## src/rtl/seq_shift_unit_if.sv

```systemverilog
// Request/response bundle between the ALU control FSM and seq_shift_unit.
// SHIFT_FLAGS_EN adds the carry/zero flag signals.
interface seq_shift_unit_if #(
    parameter int WIDTH = 32
);
    localparam int AMT_W = $clog2(WIDTH);

    logic             start;
    logic [2:0]       op;
    logic [WIDTH-1:0] a;
    logic [AMT_W-1:0] amount;
    logic             busy;
    logic             done;
    logic [WIDTH-1:0] result;
`ifdef SHIFT_FLAGS_EN
    logic             carry;
    logic             zero;

    modport master (output start, op, a, amount, input busy, done, result, carry, zero);
    modport slave  (input start, op, a, amount, output busy, done, result, carry, zero);
`else
    modport master (output start, op, a, amount, input busy, done, result);
    modport slave  (input start, op, a, amount, output busy, done, result);
`endif
endinterface

```

## src/rtl/seq_shift_unit.sv

```systemverilog
// Multi-cycle shift/rotate unit (SHL, SHR, SHRA, ROL, ROR, PASS), STEP bits per cycle.
// Define SHIFT_FLAGS_EN to add carry (last bit out) and zero flags.
module seq_shift_unit #(
    parameter int WIDTH = 32,
    parameter int STEP  = 1
) (
    input logic             clock,
    input logic             clear,
    seq_shift_unit_if.slave bus
);
    localparam int AMT_W = $clog2(WIDTH);
    localparam int CW    = AMT_W + 1;
    localparam logic [CW-1:0] STEP_C  = CW'(STEP);
    localparam logic [CW-1:0] WIDTH_C = CW'(WIDTH);
    localparam logic [WIDTH-1:0] ONE  = WIDTH'(1);

    localparam logic [2:0] OP_SHL  = 3'd0;
    localparam logic [2:0] OP_SHR  = 3'd1;
    localparam logic [2:0] OP_SHRA = 3'd2;
    localparam logic [2:0] OP_ROL  = 3'd3;
    localparam logic [2:0] OP_ROR  = 3'd4;

    typedef enum logic [1:0] {IDLE, SHIFT, DONE} state_t;

    state_t           state_q, state_d;
    logic [WIDTH-1:0] work_q, work_d;
    logic [WIDTH-1:0] result_q, result_d;
    logic [CW-1:0]    count_q, count_d;
    logic [2:0]       op_q, op_d;
    logic [CW-1:0]    s;
    logic [CW-1:0]    rs;
`ifdef SHIFT_FLAGS_EN
    logic             carry_w_q, carry_w_d;
    logic             carry_q, carry_d;
    logic             zero_q, zero_d;
    logic [CW-1:0]    sm1;
    logic             cout_l, cout_r;
`endif

    // Final step may be shorter than STEP; count never exceeds WIDTH-1.
    assign s  = (count_q > STEP_C) ? STEP_C : count_q;
    assign rs = WIDTH_C - s;
`ifdef SHIFT_FLAGS_EN
    assign sm1    = s - CW'(1);
    assign cout_l = |(work_q & (ONE << rs));
    assign cout_r = |(work_q & (ONE << sm1));
`endif

    always_comb begin
        state_d  = state_q;
        work_d   = work_q;
        count_d  = count_q;
        op_d     = op_q;
        result_d = result_q;
`ifdef SHIFT_FLAGS_EN
        carry_w_d = carry_w_q;
        carry_d   = carry_q;
        zero_d    = zero_q;
`endif
        case (state_q)
            IDLE: begin
                if (bus.start) begin
                    work_d  = bus.a;
                    op_d    = bus.op;
                    count_d = {1'b0, bus.amount};
`ifdef SHIFT_FLAGS_EN
                    carry_w_d = 1'b0;
`endif
                    if (bus.amount == '0 || bus.op > OP_ROR) state_d = DONE;
                    else                                     state_d = SHIFT;
                end
            end
            SHIFT: begin
                case (op_q)
                    OP_SHL:  work_d = work_q << s;
                    OP_SHR:  work_d = work_q >> s;
                    OP_SHRA: work_d = WIDTH'($signed(work_q) >>> s);
                    OP_ROL:  work_d = (work_q << s) | (work_q >> rs);
                    OP_ROR:  work_d = (work_q >> s) | (work_q << rs);
                    default: work_d = work_q;
                endcase
`ifdef SHIFT_FLAGS_EN
                carry_w_d = (op_q == OP_SHL || op_q == OP_ROL) ? cout_l : cout_r;
`endif
                count_d = count_q - s;
                if (count_d == '0) state_d = DONE;
            end
            DONE:    state_d = IDLE;
            default: state_d = IDLE;
        endcase
        // Result and flags are only published on entry to DONE.
        if (state_d == DONE && state_q != DONE) begin
            result_d = work_d;
`ifdef SHIFT_FLAGS_EN
            carry_d = carry_w_d;
            zero_d  = (work_d == '0);
`endif
        end
    end

    always_ff @(posedge clock or posedge clear) begin
        if (clear) begin
            state_q  <= IDLE;
            work_q   <= '0;
            result_q <= '0;
            count_q  <= '0;
            op_q     <= '0;
`ifdef SHIFT_FLAGS_EN
            carry_w_q <= 1'b0;
            carry_q   <= 1'b0;
            zero_q    <= 1'b0;
`endif
        end else begin
            state_q  <= state_d;
            work_q   <= work_d;
            result_q <= result_d;
            count_q  <= count_d;
            op_q     <= op_d;
`ifdef SHIFT_FLAGS_EN
            carry_w_q <= carry_w_d;
            carry_q   <= carry_d;
            zero_q    <= zero_d;
`endif
        end
    end

    assign bus.busy   = (state_q != IDLE);
    assign bus.done   = (state_q == DONE);
    assign bus.result = result_q;
`ifdef SHIFT_FLAGS_EN
    assign bus.carry  = carry_q;
    assign bus.zero   = zero_q;
`endif
endmodule

```

## src/flat_wrapper.sv

```systemverilog
// flat-port wrapper written by rule: the top's interface ports become plain ports
module seq_shift_unit_flat 
#(
    parameter int WIDTH = 32,
    parameter int STEP  = 1
)
  (clock, clear, bus_start, bus_op, bus_a, bus_amount, bus_busy, bus_done, bus_result);
  seq_shift_unit_if #(.WIDTH(WIDTH)) bus_i ();
  input logic clock;
  input logic clear;
  input wire logic [$bits(bus_i.start)-1:0] bus_start;
  input wire logic [$bits(bus_i.op)-1:0] bus_op;
  input wire logic [$bits(bus_i.a)-1:0] bus_a;
  input wire logic [$bits(bus_i.amount)-1:0] bus_amount;
  output wire logic [$bits(bus_i.busy)-1:0] bus_busy;
  output wire logic [$bits(bus_i.done)-1:0] bus_done;
  output wire logic [$bits(bus_i.result)-1:0] bus_result;
  assign bus_i.start = bus_start;
  assign bus_i.op = bus_op;
  assign bus_i.a = bus_a;
  assign bus_i.amount = bus_amount;
  assign bus_busy = bus_i.busy;
  assign bus_done = bus_i.done;
  assign bus_result = bus_i.result;
  seq_shift_unit #(.WIDTH(WIDTH), .STEP(STEP)) u_core (.clock(clock), .clear(clear), .bus(bus_i));
endmodule
```

## config.mk

```make
export PLATFORM = sky130hd
export DESIGN_NAME = seq_shift_unit_flat
export DESIGN_NICKNAME = d
export VERILOG_FILES = /design/src/rtl/seq_shift_unit_if.sv /design/src/rtl/seq_shift_unit.sv /design/src/flat_wrapper.sv
export SDC_FILE = /design/constraint.sdc
export NUM_CORES = 1
export LEC_CHECK = 0
export CORE_MARGIN = 1
export CORE_UTILIZATION = 35
export CTS_BUF_LIST = sky130_fd_sc_hd__clkbuf_8
export CTS_CLUSTER_SIZE = 8
export DETAILED_ROUTE_END_ITERATION = 6
export PLACE_DENSITY = 0.59
export SLEW_MARGIN = 20
export SYNTH_ARGS = -nofsm -noshare
export SYNTH_HDL_FRONTEND = slang
export SYNTH_SLANG_ARGS = --single-unit
```

## constraint.sdc

```tcl
create_clock -name clock -period 7.5 [get_ports clock]
set_clock_uncertainty 0.1 [all_clocks]
set_input_delay 0.75 -clock clock [delete_from_list [all_inputs] [get_ports clock]]
set_output_delay 0.75 -clock clock [all_outputs]
set_load 0.02 [all_outputs]
```

Word-level counts from Yosys, hierarchy flattened:

Cells that the tools add are included.

* add/sub/neg operators: 2
* order comparisons: 2
* equality and inequality tests: 9
* shifts and indexed selects: 5
* muxes and demuxes: 10
* bitwise operators: 2
* reductions and logical operators: 10

Operators by type and width (number)
* 32-bit one-hot mux with 5 select lines: 1
* 32-bit bitwise OR: 2
* 32-bit one-hot mux with 2 select lines: 1
* 32-bit by 6-bit left shift with 32-bit output: 2
* 32-bit by 6-bit >> shifter with 32-bit output: 2
* 32-bit two-way mux: 1
* 32-bit by 6-bit >>> shifter with 32-bit output: 1
* 6-bit two-way mux: 2
* 6-bit one-hot mux with 2 select lines: 1
* 3-bit by 2-bit == test with 1-bit output (second input constant): 2
* 6-bit by 1-bit greater-than comparator with 1-bit output (second input constant): 1
* 6-bit logical NOT: 1
* 2-bit two-way mux: 3
* 6-bit subtractor: 1
* 6-bit subtractor (first input constant): 1
* 5-bit logical NOT: 1
* 2-bit == test (second input constant): 2
* 2-bit != test (second input constant): 2
* 2-bit one-hot mux with 2 select lines: 1
* 2-bit AND reduction: 2
* 2-bit nonzero test: 2
* 3-bit by 1-bit == test with 1-bit output (second input constant): 1
* 3-bit == test (second input constant): 1
* 3-bit greater-than comparator (second input constant): 1
* other kinds (5): 5

* register bits: 75
* word-level logic and storage cells: 45

Logic depth before layout (Yosys ltp):

Gate-level depths: netlist of run 1.

* depth in word-level cells: 8
* gate-level depth with buffers: 14
* depth with buffers taken out: 10

Worst setup path after synthesis of run 1:

Ideal clock, no wire load.

* path kind: register -> register
* start point: reg u_core.count_q[3]
* end point: reg u_core.result_q[13], in the netlist u_core.bus.result[13]
* setup time: 0.138 ns
* arrival: 2.871 ns
* data required time: 7.262 ns
* slack: 4.392 ns
* stages on the path, launching flop included: 14
* buffers on the path: 5
* clock period less this slack: 3.108 ns
* cell sequence: dfrtp_1 buf_2 nor4_4 nand2_2 inv_2 buf_2 ha_1 buf_2 buf_1 clkbuf_1 mux2i_1 o22ai_1 a221oi_1 a31oi_1

* cells in the longest elaborated chain, start to end: 8
* elaborated cells between the ends (all ways): 18
* classes of those cells: 2 x add/sub; 1 x order compare; 1 x eq/ne; 5 x shift; 5 x mux; 2 x bitwise; 2 x reduce/logical

RTL lines
* start: declaration: RTL line seq_shift_unit.sv:28 `logic [CW-1:0] count_q, count_d;`
* start signal: assignment: RTL line seq_shift_unit.sv:117 `count_q <= count_d;`
* parallel branches: the longest is 8 deep, another holds 6-bit by 1-bit greater-than comparator with 1-bit output
* end signal: assignment: RTL line seq_shift_unit.sv:116 `result_q <= result_d;`
* end: declaration: RTL line seq_shift_unit.sv:27 `logic [WIDTH-1:0] result_q, result_d;`

Parallel ways; which one is timed is not known.
A chain may end at the register's enable or synchronous reset.

Final worst setup path of run 1:

* start point: reg u_core.count_q[2]
* end point: reg u_core.result_q[12], in the netlist u_core.bus.result[12]

* elaborated cells between the ends (all ways): 18
* classes of those cells: 2 x add/sub; 1 x order compare; 1 x eq/ne; 5 x shift; 5 x mux; 2 x bitwise; 2 x reduce/logical

RTL lines
* 6-bit by 1-bit greater-than comparator with 1-bit output: RTL line seq_shift_unit.sv:41 `assign s = (count_q > STEP_C) ? STEP_C : count_q;`
* 6-bit two-way mux *: RTL line seq_shift_unit.sv:41
* 6-bit subtractor: RTL line seq_shift_unit.sv:42 `assign rs = WIDTH_C - s;`
* 32-bit by 6-bit left shift with 32-bit output / 32-bit by 6-bit >> shifter with 32-bit output (equally long branches): RTL line seq_shift_unit.sv:79, seq_shift_unit.sv:78
* 32-bit bitwise OR (on tied branches): RTL line seq_shift_unit.sv:79, seq_shift_unit.sv:78
* 32-bit one-hot mux with 5 select lines *: RTL line seq_shift_unit.sv:74 `case (op_q)`
* 32-bit one-hot mux with 2 select lines *: RTL line seq_shift_unit.sv:60 `case (state_q)`
* net u_core.work_d[12]: RTL line seq_shift_unit.sv:26 `logic [WIDTH-1:0] work_q, work_d;`

The timed path passes the listed nets; every way through them passes the cells marked *.

==> results of run 1 <==
==> cells in the mapped netlist (3+ instances only) <==
master / number
o22ai_1: 19
nand3_1: 25
dfrtp_1: 75
o21a_1: 3
mux4_2: 3
nor2b_1: 26
clkbuf_1: 52
inv_1: 9
a41oi_1: 3
a21boi_0: 5
or2_2: 4
mux2i_1: 31
o211ai_1: 4
o31ai_1: 3
nor4_1: 3
o221ai_1: 8
nand2_1: 54
mux2_2: 32
a32oi_1: 3
nor2_1: 56
nand2b_1: 4
a221oi_1: 4
a21oi_1: 61
a2bb2oi_1: 8
o2bb2ai_1: 3
buf_1: 6
and3_1: 4
o22a_1: 12
o2111ai_1: 5
o21ai_1: 14
a22oi_1: 12
a211oi_1: 9
o21ai_0: 46
buf_6: 3
buf_2: 14
nor3_1: 13
nor3_2: 3
a31oi_1: 25
==> per-layer routing <==
metal,share of wire [%],up-vias
li1,-,2720
met1,45,3042
met2,45,328
met3,7.8,45
met4,2.4,0
met5,0,-
==> critical path: stages (launching register included) <==
cell and delay, ns:
dfrtp_1 0.52, nor4_4 0.58, nand2_2 0.52, inv_2 0.61, ha_1 0.34, buf_4 0.32
nor4b_1 0.78, a22oi_1 0.16, o21ai_0 0.15, a22oi_2 0.13, o211ai_2 0.20, mux2_2 0.17
==> flip-flops by register name (all words and copies together), names as in the netlist <==
name and cells:
u_core.work_q 32, u_core.count_q 6, u_core.state_q 2, u_core.bus.result 32, u_core.op_q 3
==> per-stage QoR <==
step | instance area (um^2) | power, W | hold slack [ns] | instances
final | 6919 | 0.003460 | 0.4124 | 963
after detailed placement | 6686 | 0.003081 | 0.3959 | 945
after global placement | 6686 | 0.003071 | 0.3910 | 945
after global routing | 6919 | 0.003652 | 0.4318 | 963
after CTS | 6880 | 0.003416 | 0.4166 | 961
after floorplan | 5879 | 0.002273 | 0.4144 | 713
==> layout make-up <==
| type | instances | share of cell area, % |
|---|---|---|
| multi-input combinational | 549 | 52.48 |
| clock inverter | 7 | 1.013 |
| inverter | 12 | 0.6510 |
| timing repair buffer | 91 | 12.97 |
| clock buffer | 9 | 1.790 |
| tap | 220 | 3.978 |
| sequential | 75 | 27.12 |
==> logic make-up (layout without fill, tap and decap cells) <==
logic type	Yosys count	count (layout)	synth area share, %
DFF	75	75	31.92
xor gates and xnor gates	2	2	0.2980
muxes	66	66	12.56
buffers and inverters	89	119	6.491
and+or+nand+nor	211	211	18.28
adders and majority gates	2	2	0.4256
AOI/OAI and AO/OA	267	267	29.96
other	1	1	0.06378
==> layout by cell type, fill, tap and decap left out, types with 5 or more instances in the layout <==
cell type	count
clkdlybuf4s50_1	76
dfrtp_1	75
a21oi_1	60
nor2_1	56
nand2_1	54
o21ai_0	46
mux2_2	32
mux2i_1	31
nor2b_1	25
nand3_1	25
a31oi_1	25
o22ai_1	19
nor3_1	13
o21ai_1	13
buf_4	13
o22a_1	12
a22oi_1	12
inv_1	9
a211oi_1	9
clkbuf_8	9
o221ai_1	8
a2bb2oi_1	8
o2111ai_1	5
a21boi_0	5
==> report_power, final <==
part	internal, W	switching [W]
combinational	0.000850	0.00122
clock	0.000152	0.000173
sequential	0.000604	0.000461
total	0.00161	0.00185
==> worst paths after layout <==
path	cells past startpoint	end
max in group asynchronous	4	u_core.count_q[3]
worst min-delay path	1	u_core.bus.result[9]
min in group asynchronous	3	u_core.state_q[1]
worst max-delay path	11	u_core.bus.result[12]
worst min register to register	1	u_core.bus.result[9]
worst max register to register	11	u_core.bus.result[12]
==> reports/qor.yml, run 1 <==
clkLatencyLatePin_ns: 0.38
setup_tns_ns: 0
grt_max_degree: 76
setup_viol: 0
maxSlewViolCount: 0
start_util_pct: 35.71
timing.final.ws_setup_ns: 2.833
track_usage_pct: 29.60
synth_area_leader_cell: "dfrtp_1"
ant_nets: 0
post-place-ws_ns: 2.276
cts-root-buf: "clkbuf_8"
synth_seq_cells: 75
grt.busiest_layer: "met2"
drt_iter0_drc: 677
synth_area_leaders: "dfrtp_1 (32%), mux2_2 (6.1%), mux2i_1 (5.3%), a21oi_1 (5.2%), o21ai_0 (3.9%)"
use_met2_pct: 44.89
criticalPathCategory: "reg -> reg"
place_congestion: 0.9607
worstMarginPinSlew_ns: 1.100
vias_per_cell: 6.371
nets: 783
max_slew_margin_pct: 26.44
dr.pass1.iters: 5
endpoint_kind: "register"
worstHoldStart: "u_core.bus.result[9]"
drc: 0
fin_crit_ns: 4.667
cp_max_fo: 46
fp.dieArea_um2: 17320
ys_seq_area_share_pct: 31.92
via_count: 6135
cts_setup_buffers: 0
drv_cap: 0
multi_input_area_um2: 3631
rows: 47
cts-resized-gates: 0
clock_path_buffers: 2
htreeDepth: 3
final_core_util_pct: 42.02
synth_edf_count: 0
use_met1_pct: 41.86
seqCellArea_um2: 1877
met3_usage_pct: 5.324
path_clk_slew_ns: 0.08
grt_pass1_vias: 5985
timing.fmax_mhz: 214.3
hold_violations: 0
ys_types: 77
cts_tree: "done"
grt_pass1_wl_mm: 38.78
netlist_area_um2: 5879
holdBufCountCts: 0
cts_buffers: 9
syn_nets: 758
die_w_um: 131.6
io_buffers: 76
r2r_slack_ns: 2.83
diodes: 0
hpwl_mm: 17.02
grt.overflow.total: 0
startpoint_type: "register"
peakVddDrop_v: 0.0002038
fillCellCount: 1670
wire_per_inst_um: 26.28
p_per_area_nw_per_um2: 500.0
cp-startpoint: "u_core.count_q[2]"
drive_above_1_share_pct: 12.65
synth_cells: 713
rr_startpoint: "u_core.count_q[2]"
core_area_um2: 16470
syn_avg_cell_area_um2: 8.246
antenna_found_initial: 0
status: "finished, final reports clean"
worstHoldPathType: "reg -> reg"
rsz0062_at_grt: "false"
yosys_warnings: 0
finalCritPeriodShare_pct: 62.23
synthArstFlopShare_pct: 100.0
die_y_um: 131.6
ys.flop_type: "dfrtp_1"
numClockSinks: 75
drt-total-wl_mm: 25.31
synth_top_area_share_pct: 31.92
cp.arrival_ns: 4.89
ios: 77
required_ns: 7.73
leakagePower_nw: 2.596
area_growth_pct: 17.68
Note: power is estimated with default switching activity, not from simulation.
==> run 2: changes to the inputs <==
==> constraint.sdc (replaced) <==
create_clock -name clock -period 4.6 [get_ports clock]
set_clock_uncertainty 0.1 [all_clocks]
set_input_delay 0.46 -clock clock [delete_from_list [all_inputs] [get_ports clock]]
set_output_delay 0.46 -clock clock [all_outputs]
set_load 0.02 [all_outputs]
==> reports/qor.yml, run 2 (same netlist as run 1, synthesis figures left out) <==
leakagePower_nw: 2.657
numClockSinks: 75
endpoint: "u_core.bus.result[16]"
fillCellCount: 1660
criticalPathCategory: "reg -> reg"
rows: 47
max_slew_margin_pct: 37.11
instances_no_fill: 972
placedCellCount: 956
cts_buffers: 9
fp.dieArea_um2: 17320
seqCellArea_um2: 1877
grt_pass1_wl_mm: 39.08
drc: 0
grt_pass1_vias: 6176
worstMarginPinSlew_ns: 0.9419
rr_startpoint: "u_core.count_q[2]"
hold_slack_ns: 0.4142
layout_commonest_cell: "clkdlybuf4s50_1"
r2r_slack_ns: 1.20
crit_buf_inv: 2
grt_max_degree: 49
holdBufCountCts: 0
die_w_um: 131.6
rsz0062_at_grt: "false"
wire_per_inst_um: 26.56
via_count: 6298
p_total_w: 0.005811
start_util_pct: 35.71
ant_nets: 0
io_buffers: 76
maxSlewViolCount: 0
diodes: 0
cts_tree: "done"
crit_cells: 10
dr.pass1.iters: 5
reg2regPathDepth: 10
drt_iter0_drc: 739
timing.fmax_mhz: 294.4
area_growth_pct: 19.22
endpoint_kind: "register"
fin_crit_ns: 3.397
peakVddDrop_v: 0.0002877
crit_family: "compound AO/OA/AOI/OAI gates"
cp_max_fo: 16
finalCritPeriodShare_pct: 73.85
final_core_util_pct: 42.57
status: "finished, final reports clean"
ios: 77
hpwl_mm: 18.09
drive_above_1_share_pct: 13.83
drv_cap: 0
cp.arrival_ns: 3.56
path_clk_slew_ns: 0.09
core_area_um2: 16470
p_per_area_nw_per_um2: 829.0
drt-total-wl_mm: 25.82
antenna_found_initial: 0
die_y_um: 131.6
place_congestion: 0.9387
track_usage_pct: 29.92
htreeDepth: 3
setup_viol: 0
layout_common_cells: "clkdlybuf4s50_1 (76), dfrtp_1 (75), a21oi_1 (60)"
setup_tns_ns: 0
path_cells: "nor4_4, nand2_2, inv_2, ha_1, inv_1, a221oi_1, o2bb2ai_1, a22oi_1, o221ai_1, mux2_2"
vias_per_cell: 6.479
nets: 792
grt.overflow.total: 0
cts_setup_buffers: 0
hold_violations: 0
cts-resized-gates: 0
startpoint_type: "register"
cts-root-buf: "clkbuf_8"
multi_input_area_um2: 3631
worstHoldPathType: "reg -> reg"
cp-startpoint: "u_core.count_q[2]"
clkLatencyLatePin_ns: 0.38
clock_path_buffers: 2
cp_slowest_stage_delay_ns: 0.71
crit_slowest_cell: "ha_1"
r2r-end: "u_core.bus.result[16]"
required_ns: 4.76
## run 2: worst min path at each step
stage	slack, ns	from	endpoint	cells past startpoint
after global placement	0.39	u_core.bus.result[19]	u_core.bus.result[19]	1
after global routing	0.43	u_core.bus.result[6]	u_core.bus.result[6]	1
after detailed placement	0.39	u_core.bus.result[11]	u_core.bus.result[11]	1
final	0.41	u_core.bus.result[11]	u_core.bus.result[11]	1
after CTS	0.42	u_core.bus.result[11]	u_core.bus.result[11]	1
after floorplan	0.41	u_core.count_q[5]	u_core.count_q[5]	1
## run 2: area by class of cell
| class | count | area share, % |
|---|---|---|
| multi-input cells | 549 | 51.80 |
| flip-flops and latches | 75 | 26.78 |
| repair buffers | 100 | 13.42 |
| well taps | 220 | 3.927 |
| clock buffers | 9 | 1.767 |
| clock inverters | 7 | 1.660 |
| inverters | 12 | 0.6426 |
## run 2: where the power goes
group          switching, W  internal [W]  total, W
Sequential         0.000746      0.000986   0.00173
Combinational       0.00203       0.00142   0.00344
Clock              0.000277      0.000359  0.000636
Total               0.00305       0.00276   0.00581
## run 2: worst register-to-register path, cell delays in order, from the launching register on
cell and delay (ns):
dfrtp_1 0.58, nor4_4 0.10, nand2_2 0.10, inv_2 0.04, ha_1 0.71, inv_1 0.47
a221oi_1 0.36, o2bb2ai_1 0.17, a22oi_1 0.17, o221ai_1 0.18, mux2_2 0.30
## run 2: per-stage QoR
stage,worst slack (ns),instance area [um^2]
floorplan,1.492,5879
global placement,1.376,6769
detailed placement,1.314,6769
CTS,1.280,7009
global route,1.062,7009
finish,1.203,7009
## run 2: routing by layer
metal | part of all wire, % | vias up | GRT usage (%)
met2 | 45 | 364 | 45.21
met3 | 8.0 | 69 | 5.517
met5 | 0 | - | 0
met1 | 44 | 3129 | 41.86
met4 | 3.3 | 0 | 12.08
li1 | - | 2736 | -
